--- src/rtl/ws2812.sv ---
// ws2812: continuous-refresh serial driver for a WS2812/WS2812B LED chain.
// Each frame sends one 24-bit {G,R,B} word per LED, LED 0 first and MSB first,
// as NRZ pulses on a single registered line. A low latch interval follows.
module ws2812 #(
    parameter int NUM_LEDS = 8,
    parameter int CLK_MHZ  = 12
) (
    input  logic                     clk,
    input  logic                     reset,
    input  logic [24*NUM_LEDS-1:0]   packed_rgb_data,
    output logic                     data
);

    localparam int T_ON0   = CLK_MHZ * 4 / 10;
    localparam int T_ON1   = CLK_MHZ * 8 / 10;
    localparam int T_BIT   = CLK_MHZ * 125 / 100;
    localparam int T_RESET = CLK_MHZ * 60;

    // The latch interval is the longest count, so it sizes the cycle counter.
    localparam int CNT_W = $clog2(T_RESET + 1);
    localparam int LED_W = (NUM_LEDS > 1) ? $clog2(NUM_LEDS) : 1;

    localparam logic [CNT_W-1:0] ON0_C        = CNT_W'(T_ON0);
    localparam logic [CNT_W-1:0] ON1_C        = CNT_W'(T_ON1);
    localparam logic [CNT_W-1:0] BIT_LAST_C   = CNT_W'(T_BIT - 1);
    localparam logic [CNT_W-1:0] RESET_LAST_C = CNT_W'(T_RESET - 1);
    localparam logic [LED_W-1:0] LED_LAST_C   = LED_W'(NUM_LEDS - 1);
    localparam logic [4:0]       BIT_TOP_C    = 5'd23;

    typedef enum logic {
        STATE_DATA  = 1'b0,
        STATE_RESET = 1'b1
    } state_t;

    state_t             state;
    state_t             state_d;
    logic [LED_W-1:0]   led_counter;
    logic [LED_W-1:0]   led_counter_d;
    logic [4:0]         bit_counter;
    logic [4:0]         bit_counter_d;
    logic [CNT_W-1:0]   clock_counter;
    logic [CNT_W-1:0]   clock_counter_d;
    logic [23:0]        shift_q;
    logic [23:0]        shift_d;
    logic               data_q;
    logic               data_d;
    logic [LED_W-1:0]   load_idx;
    logic [23:0]        words [NUM_LEDS];

    // Unpack the flat colour bus into one word per LED index.
    always_comb begin
        for (int i = 0; i < NUM_LEDS; i++) begin
            words[i] = packed_rgb_data[24*i +: 24];
        end
    end

    // State register: all sequential state, asynchronously cleared by reset.
    always_ff @(posedge clk or posedge reset) begin
        if (reset) begin
            state         <= STATE_RESET;
            led_counter   <= LED_LAST_C;
            bit_counter   <= BIT_TOP_C;
            clock_counter <= '0;
            shift_q       <= 24'h000000;
            data_q        <= 1'b0;
        end else begin
            state         <= state_d;
            led_counter   <= led_counter_d;
            bit_counter   <= bit_counter_d;
            clock_counter <= clock_counter_d;
            shift_q       <= shift_d;
            data_q        <= data_d;
        end
    end

    // Next-state logic: bit/LED sequencing, word loads and latch interval.
    always_comb begin
        state_d         = state;
        led_counter_d   = led_counter;
        bit_counter_d   = bit_counter;
        clock_counter_d = clock_counter + 1'b1;
        shift_d         = shift_q;
        load_idx        = '0;
        case (state)
            STATE_RESET: begin
                led_counter_d = LED_LAST_C;
                bit_counter_d = BIT_TOP_C;
                if (clock_counter == RESET_LAST_C) begin
                    // Word is sampled only here, so an in-flight word never changes.
                    load_idx        = LED_LAST_C - led_counter;
                    shift_d         = words[load_idx];
                    clock_counter_d = '0;
                    state_d         = STATE_DATA;
                end else begin
                    state_d = STATE_RESET;
                end
            end
            STATE_DATA: begin
                if (clock_counter == BIT_LAST_C) begin
                    clock_counter_d = '0;
                    if (bit_counter != 5'd0) begin
                        bit_counter_d = bit_counter - 5'd1;
                        shift_d       = {shift_q[22:0], 1'b0};
                    end else if (led_counter != '0) begin
                        led_counter_d = led_counter - 1'b1;
                        bit_counter_d = BIT_TOP_C;
                        load_idx      = LED_LAST_C - led_counter_d;
                        shift_d       = words[load_idx];
                    end else begin
                        state_d       = STATE_RESET;
                        led_counter_d = LED_LAST_C;
                        bit_counter_d = BIT_TOP_C;
                    end
                end else begin
                    state_d = STATE_DATA;
                end
            end
            default: begin
                state_d         = STATE_RESET;
                led_counter_d   = LED_LAST_C;
                bit_counter_d   = BIT_TOP_C;
                clock_counter_d = '0;
            end
        endcase
    end

    // Output logic: high for the first T_ON0/T_ON1 cycles of each bit, else low.
    always_comb begin
        data_d = 1'b0;
        case (state)
            STATE_DATA: begin
                if (clock_counter < (shift_q[23] ? ON1_C : ON0_C)) begin
                    data_d = 1'b1;
                end else begin
                    data_d = 1'b0;
                end
            end
            STATE_RESET: data_d = 1'b0;
            default:     data_d = 1'b0;
        endcase
    end

    assign data = data_q;

endmodule

--- config.mk ---
export PLATFORM = sky130hd
export DESIGN_NAME = ws2812
export DESIGN_NICKNAME = d
export VERILOG_FILES = /design/src/rtl/ws2812.sv
export SDC_FILE = /design/constraint.sdc
export NUM_CORES = 1
export LEC_CHECK = 0
export ABC_CLOCK_PERIOD_IN_PS = 3600
export CORE_ASPECT_RATIO = 0.8
export CORE_UTILIZATION = 45
export CTS_CLUSTER_DIAMETER = 200
export DETAILED_ROUTE_END_ITERATION = 10
export PLACE_DENSITY = 0.8
export SLEW_MARGIN = 20
export SYNTH_ARGS = -nofsm -noshare
export SYNTH_HDL_FRONTEND = slang
export SYNTH_SLANG_ARGS = --single-unit
--- constraint.sdc ---
create_clock -name clk -period 3.6 [get_ports clk]
set_clock_uncertainty 0.15 [all_clocks]
set_input_delay 0.36 -clock clk [delete_from_list [all_inputs] [get_ports clk]]
set_output_delay 0.36 -clock clk [all_outputs]
set_load 0.05 [all_outputs]
==> flow_summary.json <==
{
  "min_period_ns": 3.08,
  "synthDistinctLibCells": 48,
  "drcViolationCount": 11,
  "max_freq_ghz": 0.325,
  "critPathKind": "reg -> reg",
  "track_usage_pct": 31.4,
  "synth_area_leaders": "mux2i_1 26%, dfrtp_1 16%, mux4_2 10%",
  "rr_endpoint": "shift_q[20]",
  "final-setup-viol-count": 0,
  "portBuffers": 194,
  "antenna_left": 0,
  "ys.flop_type": "dfrtp_1",
  "cap_violations": 0,
  "grt_pass1_vias": 6087,
  "crit_slowest_cell": "dfstp_4",
  "cts-htree-levels": 2,
  "startpoint_type": "flop",
  "vias": 5772,
  "core_area_mm2": 0.0117,
  "violations": "design-rule violations",
  "power_leakage_nw": 2.93,
  "r2r_start": "led_counter[0]",
  "post_cts_buffers": 0,
  "slew_violations": 0,
  "outcome": "finished, violations left",
  "grt_use_met1_pct": 38.2,
  "grt_max_degree": 45,
  "wirelength_um": 19600,
  "power_density_mw_per_mm2": 183,
  "cts_resized": 0,
  "grt_pass1_wl_um": 31400,
  "clock_latency_ns": 0.30,
  "synthToLayoutAreaGrowth_pct": 40.0,
  "core.rowCount": 35,
  "yosys_register_bits": 44,
  "synth_top_area_cell": "mux2i_1",
  "drive_gt1_share_pct": 14.3,
  "dp_hpwl_um": 14200,
  "relSlewSlack_pct": 32.0,
  "fp.dieH_um": 101,
  "ioPinCount": 195,
  "dieArea_mm2": 0.0127,
  "fin_crit_sh_pct": 85.4,
  "final_nets": 939,
  "fillers": 936,
  "syn_nets": 778,
  "start_util_pct": 47.1,
  "drt_iter0_markers": 448,
  "yosysWarningCount": 0,
  "cts_hold_buf": 0,
  "gr-usage-met3_pct": 4.56,
  "cts_buffer_depth": 2,
  "clk_pin_slew_ns": 0.07,
  "worstHoldPathType": "in -> async",
  "use_met2_pct": 54.5,
  "ir_drop_uv": 198,
  "rsz0062_at_grt": "false",
  "end_kind": "flop",
  "ys_seq_area_share_pct": 20.2,
  "synth_top_area_share_pct": 26.2,
  "rr_worst_depth": 8,
  "antenna_found_initial": 0,
  "antenna_cells": 0,
  "timing.final.ws_setup_ns": 0.525,
  "die_w_um": 126,
  "syn_area_mm2": 0.00550,
  "synth_edf_count": 0,
  "synthCells": 577,
  "max_stage_delay_ns": 0.84,
  "overflow": 0,
  "synthArstFlopShare_pct": 100,
  "worstPathRequired_ns": 3.67,
  "finalSetupTns_ns": 0,
  "crit_fanout": 27,
  "tightest_slew_ns": 1.01,
  "cts_tree": "yes",
  "clock_sinks": 44,
  "wire_per_inst_um": 22.1,
  "cts_root_buf": "clkbuf_16",
  "viasPerCell": 6.51,
  "busiest_layer": "met2",
  "firstDrtPassIters": 10,
  "syn_avg_cell_area_um2": 9.54,
  "place_worst_setup_slack_ns": 0.365,
  "path_cells": "inv_1 -> ha_1 -> xnor2_2 -> nor2_2 -> buf_4 -> a22oi_1 -> nand3_1 -> a31oi_1",
  "hold_viol_final": 0,
  "numCtsBuffers": 5,
  "gp_congestion": 0.898,
  "arrival_ns": 3.14,
  "r2r_slack_ns": 0.52
}
sequential cells by signal, indices dropped and copies added, names as in the netlist:
| register | count |
|---|---|
| bit_counter | 5 |
| data | 1 |
| shift_q | 24 |
| led_counter | 3 |
| state | 1 |
| clock_counter | 10 |
synth_stat cells (2+ instances only):
cell type / n
dfrtp_1: 36
o21a_1: 2
buf_2: 18
nand2b_1: 6
xor2_1: 6
a31oi_1: 3
o21ai_0: 4
clkbuf_1: 28
a21oi_2: 17
buf_4: 2
nand4_1: 3
a221oi_2: 19
or2_2: 2
inv_1: 12
and3_1: 2
ha_1: 7
mux4_2: 25
dfstp_2: 8
or2_1: 14
mux2i_1: 144
nor2_1: 42
a21oi_1: 31
buf_6: 4
a221oi_1: 26
a22oi_1: 24
nor4_1: 2
nand2_1: 14
nand3_1: 48
xnor2_1: 6
nor3_1: 4
per-stage QoR:
stage	hold slack, ns	cells	util, %	instance area (um^2)	total power [mW]
2_1_floorplan	0.336	577	-	5500	0.605
3_3_place_gp	0.352	879	64.4	7530	0.861
3_5_place_dp	0.361	879	64.4	7530	0.869
4_1_cts	0.372	887	65.9	7700	1.41
5_1_grt	0.393	887	65.9	7710	1.46
6_report	0.361	887	65.9	7710	1.41
report_power, final:
part	internal (mW)	switching, mW
Combinational	0.251	0.119
Clock	0.330	0.219
Sequential	0.494	0
routing by layer:
metal	routed length, um	vias to the layer above
met4	873	0
li1	-	2575
met3	1590	74
met2	9430	322
met5	0	-
met1	7700	2801
kinds of logic after synthesis:
logic type / Yosys count / share of synthesized area, %
DFF: 44 / 20.2
and+or+nand+nor: 148 / 13.8
xor gates and xnor gates: 12 / 1.91
muxes: 170 / 36.6
adders and majority gates: 7 / 1.59
buffers and inverters: 64 / 5.46
AOI/OAI and AO/OA: 132 / 20.4
critical path: cells and delay by family, from the launching register on:
family                     cells  cell delay, ns
and+or+nand+nor                2            0.36
AOI/OAI and AO/OA              2            0.38
buffers and inverters          2            0.50
xor gates and xnor gates       1            0.47
adders and majority gates      1            0.30
DFF                            1            0.84
cells in the final DEF (no fill, tap or decap), drive strengths merged, types with 7 or more instances in the layout:
| cell | n |
|---|---|
| clkdlybuf4s50 | 194 |
| mux2i | 144 |
| nand3 | 48 |
| a21oi | 48 |
| a221oi | 45 |
| nor2 | 42 |
| dfrtp | 36 |
| mux4 | 25 |
| a22oi | 24 |
| or2 | 16 |
| nand2 | 14 |
| inv | 12 |
| buf | 12 |
| dfstp | 8 |
| ha | 7 |
final cells by class:
type	count	area, um^2	share of cell area (%)
multi-input combinational	469	4130	53.6
timing repair buffer	206	2060	26.7
sequential	44	1110	14.5
tap	148	185	2.40
clock buffer	5	125	1.62
clock inverter	3	46.3	0.601
inverter	12	46.3	0.601
worst max path at each step:
stage / start / to / slack [ns]
finish: led_counter[0] / shift_q[20] / 0.52
global route: led_counter[0] / shift_q[20] / 0.38
CTS: led_counter[0] / shift_q[17] / 0.36
detailed placement: led_counter[0] / shift_q[17] / 0.36
global placement: led_counter[0] / shift_q[20] / 0.51
floorplan: led_counter[1] / shift_q[0] / 1.03
Power figures use the tool's default switching activity.
